**src/rtl/imem_boot_loader.sv**
```systemverilog
// imem_boot_loader: assembles a little-endian byte stream into imem words and holds the core in reset until loaded
module imem_boot_loader #(
  parameter int PROG_SIZE      = 7,
  parameter int ADDR_W         = 3,
  parameter int TIMEOUT_CYCLES = 1000
) (
  input  logic              clk,
  input  logic              rst,
  input  logic              byte_valid,
  input  logic [7:0]        byte_data,
  output logic              byte_ready,
  output logic              imem_we,
  output logic [ADDR_W-1:0] imem_addr,
  output logic [31:0]       imem_wdata,
  output logic              core_rst,
  output logic              done,
  output logic              err,
  output logic [ADDR_W:0]   words_loaded
);
  localparam int TW = $clog2(TIMEOUT_CYCLES);
  typedef enum logic [1:0] {RECV, WRITE, DONE, ERR} state_t;
  state_t        state_q;
  logic [1:0]    byte_cnt_q;
  logic [TW-1:0] timer_q;
  logic          accept;
  assign accept = byte_valid && byte_ready;
  always_ff @(posedge clk) begin
    if (rst) begin
      state_q      <= RECV;
      byte_ready   <= 1'b1;
      imem_we      <= 1'b0;
      imem_addr    <= '0;
      imem_wdata   <= '0;
      core_rst     <= 1'b1;
      done         <= 1'b0;
      err          <= 1'b0;
      words_loaded <= '0;
      byte_cnt_q   <= '0;
      timer_q      <= '0;
    end else begin
      case (state_q)
        RECV: begin
          if (accept) begin
            imem_wdata[8*byte_cnt_q +: 8] <= byte_data;
            byte_cnt_q <= byte_cnt_q + 2'd1;
            timer_q    <= '0;
            if (byte_cnt_q == 2'd3) begin
              state_q    <= WRITE;
              imem_we    <= 1'b1;
              byte_ready <= 1'b0;
            end
          end else if (byte_cnt_q != 2'd0) begin
            // stall inside a partial word; give up after the idle budget
            if (timer_q == TW'(TIMEOUT_CYCLES - 1)) begin
              state_q    <= ERR;
              err        <= 1'b1;
              byte_ready <= 1'b0;
            end else begin
              timer_q <= timer_q + 1'b1;
            end
          end
        end
        WRITE: begin
          imem_we      <= 1'b0;
          words_loaded <= words_loaded + 1'b1;
          byte_cnt_q   <= '0;
          if (imem_addr == ADDR_W'(PROG_SIZE)) begin
            state_q  <= DONE;
            core_rst <= 1'b0;
            done     <= 1'b1;
          end else begin
            imem_addr  <= imem_addr + 1'b1;
            state_q    <= RECV;
            byte_ready <= 1'b1;
          end
        end
        default: ;
      endcase
    end
  end
endmodule

```
**config.mk**
```make
export PLATFORM = sky130hd
export DESIGN_NAME = imem_boot_loader
export DESIGN_NICKNAME = d
export VERILOG_FILES = /design/src/rtl/imem_boot_loader.sv
export SDC_FILE = /design/constraint.sdc
export NUM_CORES = 1
export LEC_CHECK = 0
export ABC_CLOCK_PERIOD_IN_PS = 1800
export CAP_MARGIN = 10
export CELL_PAD_IN_SITES_DETAIL_PLACEMENT = 1
export CELL_PAD_IN_SITES_GLOBAL_PLACEMENT = 1
export CORE_ASPECT_RATIO = 1.4
export CORE_MARGIN = 2
export CORE_UTILIZATION = 33
export DETAILED_ROUTE_END_ITERATION = 8
export PLACE_DENSITY = 0.86
export RECOVER_POWER = 100
export SYNTH_ARGS = -nofsm -noshare
export SYNTH_HDL_FRONTEND = slang
export SYNTH_SLANG_ARGS = --single-unit
```
**constraint.sdc**
```tcl
create_clock -name clk -period 1.8 [get_ports clk]
set_input_delay 0.45 -clock clk [delete_from_list [all_inputs] [get_ports clk]]
set_output_delay 0.45 -clock clk [all_outputs]
set_load 0.01 [all_outputs]
```
After elaboration in Yosys (flattened, before gate mapping) --
Index checks and enable logic that the tools add are counted.
Storage, ports and cells: register bits after elaboration 58, input bits 11, output and inout port bits 44, word-level logic and storage cells 66
Cells by class: add/sub/neg operators 5, equal/unequal tests 11, shift operators 2, mux-type cells 21, bitwise gates (word level) 2, reduce and logical (&&, ||, !) cells 14
Operators with widths (count):
- negation 5 -> 34 bit | 1
- variable shift 8 x 34 -> 32 bit (first input constant) | 1
- indexed part select 8 x 34 -> 32 bit | 1
- bitwise mux 32 bit | 1
- 2-to-1 mux 10 bit | 3
- 2-to-1 mux 2 bit | 6
- adder 10 x 1 -> 10 bit (second input constant) | 1
- equality test 10 bit (second input constant) | 1
- != test 3 bit (second input constant) | 3
- != test 2 bit (second input constant) | 4
- case mux 2 bit (2 select lines) | 2
- AND reduction 2 bit | 4
- AND reduction 4 bit | 2
- 2-to-1 mux 1 bit | 7
- AND reduction 3 bit | 2
- nonzero test 2 bit | 3
- AND reduction 5 bit | 1
- adder 4 x 1 -> 4 bit (second input constant) | 1
- case mux 1 bit (2 select lines) | 2
- adder 3 x 1 -> 3 bit (second input constant) | 1
- equality test 3 bit (second input constant) | 1
- adder 2 x 1 -> 2 bit (second input constant) | 1
- equality test 2 x 1 -> 1 bit (second input constant) | 1
- equality test 2 bit (second input constant) | 1
- other kinds (3) | 4

Depth between registers and ports, before layout --
word-level depth 5, mapped depth 7, depth with buffers taken out 6

Least setup slack after synthesis --
OpenSTA, ideal clock, no wires.
path type reg2reg, start register byte_cnt_q[0], end register timer_q[7], arrival 1910 ps, data required time 1730 ps, slack -180 ps, stages on the path, launching flop included 7, clock period less this slack 1980 ps, cell sequence dfxtp_1 -> inv_1 -> ha_1 -> a21boi_1 -> or4_4 -> or3_1 -> a21oi_1
On the way: word-level cells in the longest chain between the ends 3
Ends and longest elaborated chain:
- from (decl) | RTL line 23 | logic [1:0] byte_cnt_q;
- from (signal assigned) | RTL line 45 | byte_cnt_q <= byte_cnt_q + 2'd1;
- nonzero test 2 bit | RTL line 52 | end else if (byte_cnt_q != 2'd0) begin
- nonzero test 2 bit (no line)
- AND reduction 3 bit (no line)
- to (signal assigned) | RTL line 59 | timer_q <= timer_q + 1'b1;
- to (decl) | RTL line 24 | logic [TW-1:0] timer_q;
Every way passes these cells. A chain may end at the register's enable or synchronous reset.

Worst setup path after layout --
start register byte_ready, end output port byte_ready
RTL lines:
- from (decl) | RTL line 11 | output logic byte_ready,
- from (signal assigned) | RTL line 30 | byte_ready <= 1'b1;
- from (signal assigned) | RTL line 50 | byte_ready <= 1'b0;
- from (signal assigned) | RTL line 57 | byte_ready <= 1'b0;
No word-level cell between the ends.

==> metrics.log <==
INFO  metric dieArea = 8160 µm²
INFO  metric critPathMaxStageDelay = roughly 0.55 ns
INFO  metric num-nets-final = 385
INFO  metric synth_area = 2460 µm²
INFO  metric vias_per_cell = around 5.2
INFO  metric track_usage = 0.188
INFO  metric main_combinational_cell_family_by_area_after_synthesis = simple AND/OR/NAND/NOR gates
INFO  metric static-leakage-power = 1.26 nW
INFO  metric synth.yosys.seq_area_share = 0.473
INFO  metric number_of_antenna_violations_at_the_first_check_in_global_routing = 0
INFO  metric setup_viol = 0
INFO  metric ant_nets = 0
INFO  metric globalRoute.totalOverflow = 0
INFO  metric clock-root-buffer = sky130_fd_sc_hd__clkbuf_8
INFO  metric timing.final.hold_violations = 0
INFO  metric place_worst_setup_slack = -0.392 ns
INFO  metric worst-setup-path-type = reg2out
INFO  metric period_minus_slack = 1.74 ns
INFO  metric number_of_cells_on_the_worst_reg_to_reg_path = 6
INFO  metric worst_clock_skew = roughly 0.0064 ns
INFO  metric routed-via-count = 2405
INFO  metric drv.max_cap_violation_count = 0
INFO  metric post_synth_mux_area_share = 0.0168
INFO  metric worst_path_dominant_cell_family = buffers and inverters
INFO  metric critical_path_buf_inv_count = 1
INFO  metric top_level_ports = 55
INFO  metric worst_hold_path_type = reg2reg
INFO  metric min_to = imem_wdata[19]
INFO  metric drc_errors = 0
INFO  metric flow.area_growth_from_synthesis = 41.6%
INFO  metric critical_path.endpoint_type = output pin
INFO  metric crit_fanout = 10
INFO  metric post_synth_xor_area_fraction = 0.0285
INFO  metric slew_of_the_pin_with_the_lowest_slew_margin = 0.490 ns
INFO  metric yosys_warnings = 0
INFO  metric synth_fa_ha_area_frac = 0.0509
INFO  metric clkLatencyLatePin = 0.35 ns
INFO  metric power_density_over_the_cells = 845 nW/µm²
INFO  metric holdBufCountCts = 0
INFO  metric timing.slew.headroom = 0.673
INFO  metric cts_num_sinks = 58
INFO  metric layout.core_utilization = 0.479
INFO  metric placement_rows = 37
INFO  metric compound_gate_fraction_of_synth_area = 0.131
INFO  metric crit-reg2reg-capture = timer_q[9]
INFO  metric startpoint_type = flop
INFO  metric quantity_of_i_o_buffers_inserted_on_ports = 54
INFO  metric drt-wirelength-per-cell = 15.8 µm
INFO  metric timing.reg2reg.setup_slack = 0.07 ns
INFO  metric tritoncts = yes
INFO  metric synth_seq_cells = 58
INFO  metric setup_total_negative_slack = 0 ns
INFO  metric critical-path-slowest-cell = sky130_fd_sc_hd__clkdlybuf4s50_1
INFO  metric peakVddDrop = 0.479 mV
INFO  metric syn_inst = 294
INFO  metric numCtsBuffers = 9
INFO  metric path_clk_slew = 0.06 ns
INFO  metric fin_total_pwr = 2.94 mW
INFO  metric layout-drive-gt1-share = 0.152
INFO  metric drt-initial-drc-count = 76
INFO  metric synth_nets = 315
INFO  metric hpwl = roughly 5.3 mm
INFO  metric first_pass_grt_wire_length = 12.1 mm
INFO  metric grt_max_degree = 33
INFO  metric r2r-start = byte_cnt_q[0]
INFO  metric antenna-diode-count = 0
INFO  metric hp_start = imem_wdata[19]
INFO  metric final_routed_wirelength = 7.35 mm
INFO  metric ctsHtreeMaxLevel = 3
INFO  metric syn_area_per_cell = 8.35 µm²
INFO  metric holdPathStages = 2
INFO  metric max_clock_freq = roughly 570 MHz
INFO  metric die_w = 76.9 µm
INFO  metric synth.lib_cells_used.distinct = 41
INFO  metric die_y = 106 µm
INFO  metric initial_core_util = 0.338
INFO  metric globalplace.congestion = 0.817
INFO  metric worst-endpoint-arrival = 1.29 ns
INFO  metric status = complete, no violations
INFO  metric ordered_list_of_cells_on_the_worst_path = clkdlybuf4s50_1
INFO  metric detailedRoute.firstPassIterationCount = 4
INFO  metric fin_ws = just over 0.06 ns
INFO  metric placeableCoreArea = 7270 µm²
INFO  metric worst_ep_required_time = 1.35 ns
INFO  metric post-route-period-util = 0.966
INFO  metric via_count_of_the_first_global_routing_pass = 2523
INFO  metric setup_repair_after_global_routing_missed_its_margin = false
INFO  metric yosys.area_share.simple = 0.267
INFO  metric cts.path.max_buffers = 2
INFO  metric slew_viol_final = 0
[power by group]
part / switching, mW / internal (mW) / total, mW / leakage [nW]
Sequential: 0.0108 / 1.30 / 1.31 / 0.469
Clock: 0.523 / 0.846 / 1.37 / 0.108
Combinational: 0.157 / 0.104 / 0.261 / 0.686
[placed cells by master (no fill, tap or decap), types with 3 or more instances in the layout]
| master | count |
|---|---|
| sky130_fd_sc_hd__and3_1 | 3 |
| sky130_fd_sc_hd__nand2_1 | 48 |
| sky130_fd_sc_hd__xor2_1 | 3 |
| sky130_fd_sc_hd__inv_2 | 3 |
| sky130_fd_sc_hd__dfxtp_1 | 55 |
| sky130_fd_sc_hd__buf_4 | 16 |
| sky130_fd_sc_hd__xnor2_1 | 5 |
| sky130_fd_sc_hd__nand3_1 | 35 |
| sky130_fd_sc_hd__o21ai_0 | 6 |
| sky130_fd_sc_hd__mux2i_1 | 3 |
| sky130_fd_sc_hd__ha_1 | 9 |
| sky130_fd_sc_hd__nor2_1 | 19 |
| sky130_fd_sc_hd__nor3_1 | 5 |
| sky130_fd_sc_hd__a21oi_1 | 42 |
| sky130_fd_sc_hd__clkbuf_8 | 11 |
| sky130_fd_sc_hd__clkbuf_2 | 3 |
| sky130_fd_sc_hd__clkdlybuf4s50_1 | 37 |
| sky130_fd_sc_hd__dlygate4sd3_1 | 14 |
| sky130_fd_sc_hd__and2_1 | 3 |
[worst min-delay path: stages (launching register included)]
cell and delay [ns]:
sky130_fd_sc_hd__dfxtp_1 0.30, sky130_fd_sc_hd__nand2_1 0.05, sky130_fd_sc_hd__a21oi_1 0.05
[flip-flops by register name (all words and copies together), names as in the netlist]
register,cells
imem_wdata,32
done,1
byte_ready,1
imem_we,1
timer_q,10
state_q,2
byte_cnt_q,2
words_loaded,4
err,1
core_rst,1
imem_addr,3
[layer usage]
| layer | track usage | part of all wire | vias to the layer above |
|---|---|---|---|
| met2 | 0.357 | 0.57 | 52 |
| met4 | 0.0623 | 0.013 | 0 |
| met3 | 0.0543 | 0.044 | 8 |
| met1 | 0.194 | 0.37 | 1185 |
| met5 | 0 | 0 | - |
| li1 | - | - | 1160 |
[area by class of cell]
cell class	instances	area, µm²
clock inverters	4	75.1
inverters	3	11.3
repair buffers	75	686
flip-flops and latches	58	1170
well taps	97	121
fillers	880	3790
multi-input cells	217	1260
clock buffers	11	151
[worst max path at each step]
stage / startpoint / end / slack (ns) / cells past startpoint
final: byte_ready / byte_ready / 0.06 / 1
after global routing: state_q[1] / imem_wdata[17] / 0.003 / 5
after CTS: words_loaded[0] / words_loaded[0] / 0.002 / 1
after detailed placement: byte_valid / timer_q[7] / -0.39 / 5
after global placement: byte_valid / timer_q[9] / -0.33 / 5
after floorplan: byte_cnt_q[0] / timer_q[7] / 0.01 / 6
[stage by stage]
| step | hold WS [ns] | cells | instance area (µm²) |
|---|---|---|---|
| final | 0.449 | 465 | 3480 |
| after CTS | 0.453 | 465 | 3450 |
| after global placement | 0.438 | 450 | 3210 |
| after floorplan | 0.459 | 294 | 2460 |
| after detailed placement | 0.445 | 450 | 3210 |
| after global routing | 0.473 | 465 | 3480 |
[repair_timing]
action / 4_1_cts / 5_1_grt
setup endpoints to repair: 4 / 13
gates cloned: 0 / 0
buffers inserted: 0 / 0
gates resized for setup: 3 / 15
[logic make-up (layout without fill, tap and decap cells)]
family          count (synthesis)  count (layout)
xor+xnor                        8               8
flops                          58              58
compound gates                 60              60
fa+ha+maj                      10              10
mux                             4               4
buf+inv                        19              93
simple gates                  135             135
[cell usage after synthesis]
| library cell | n | share of area |
|---|---|---|
| sky130_fd_sc_hd__a21boi_1 | 1 | 0.0031 |
| sky130_fd_sc_hd__a21o_1 | 1 | 0.0031 |
| sky130_fd_sc_hd__a21oi_1 | 44 | 0.090 |
| sky130_fd_sc_hd__a22oi_1 | 1 | 0.0031 |
| sky130_fd_sc_hd__a2bb2oi_1 | 1 | 0.0036 |
| sky130_fd_sc_hd__and2_1 | 5 | 0.013 |
| sky130_fd_sc_hd__and2b_2 | 1 | 0.0036 |
| sky130_fd_sc_hd__and3_1 | 3 | 0.0076 |
| sky130_fd_sc_hd__and3b_2 | 1 | 0.0041 |
| sky130_fd_sc_hd__and4bb_2 | 1 | 0.0051 |
| sky130_fd_sc_hd__buf_2 | 1 | 0.0020 |
| sky130_fd_sc_hd__buf_6 | 1 | 0.0046 |
| sky130_fd_sc_hd__clkbuf_1 | 14 | 0.021 |
| sky130_fd_sc_hd__dfxtp_1 | 58 | 0.47 |
| sky130_fd_sc_hd__ha_1 | 10 | 0.051 |
| sky130_fd_sc_hd__inv_1 | 3 | 0.0046 |
| sky130_fd_sc_hd__mux2_2 | 1 | 0.0046 |
| sky130_fd_sc_hd__mux2i_1 | 3 | 0.012 |
| sky130_fd_sc_hd__nand2_1 | 48 | 0.073 |
| sky130_fd_sc_hd__nand2b_1 | 1 | 0.0025 |
| sky130_fd_sc_hd__nand3_1 | 35 | 0.071 |
| sky130_fd_sc_hd__nand3b_1 | 1 | 0.0031 |
| sky130_fd_sc_hd__nand4_1 | 2 | 0.0051 |
| sky130_fd_sc_hd__nor2_1 | 19 | 0.029 |
| sky130_fd_sc_hd__nor2b_1 | 1 | 0.0025 |
| sky130_fd_sc_hd__nor3_1 | 5 | 0.010 |
| sky130_fd_sc_hd__nor4_1 | 2 | 0.0051 |
| sky130_fd_sc_hd__nor4b_1 | 2 | 0.0071 |
| sky130_fd_sc_hd__o21ai_0 | 8 | 0.016 |
| sky130_fd_sc_hd__o21bai_1 | 1 | 0.0031 |
| sky130_fd_sc_hd__o22ai_1 | 1 | 0.0025 |
| sky130_fd_sc_hd__o311ai_0 | 1 | 0.0036 |
| sky130_fd_sc_hd__o31ai_1 | 1 | 0.0031 |
| sky130_fd_sc_hd__or2_2 | 1 | 0.0025 |
| sky130_fd_sc_hd__or2_4 | 1 | 0.0036 |
| sky130_fd_sc_hd__or3_1 | 3 | 0.0076 |
| sky130_fd_sc_hd__or3b_2 | 1 | 0.0036 |
| sky130_fd_sc_hd__or4_1 | 1 | 0.0031 |
| sky130_fd_sc_hd__or4_4 | 1 | 0.0046 |
| sky130_fd_sc_hd__xnor2_1 | 5 | 0.018 |
| sky130_fd_sc_hd__xor2_1 | 3 | 0.011 |
Note: power is estimated with default switching activity, not from simulation.
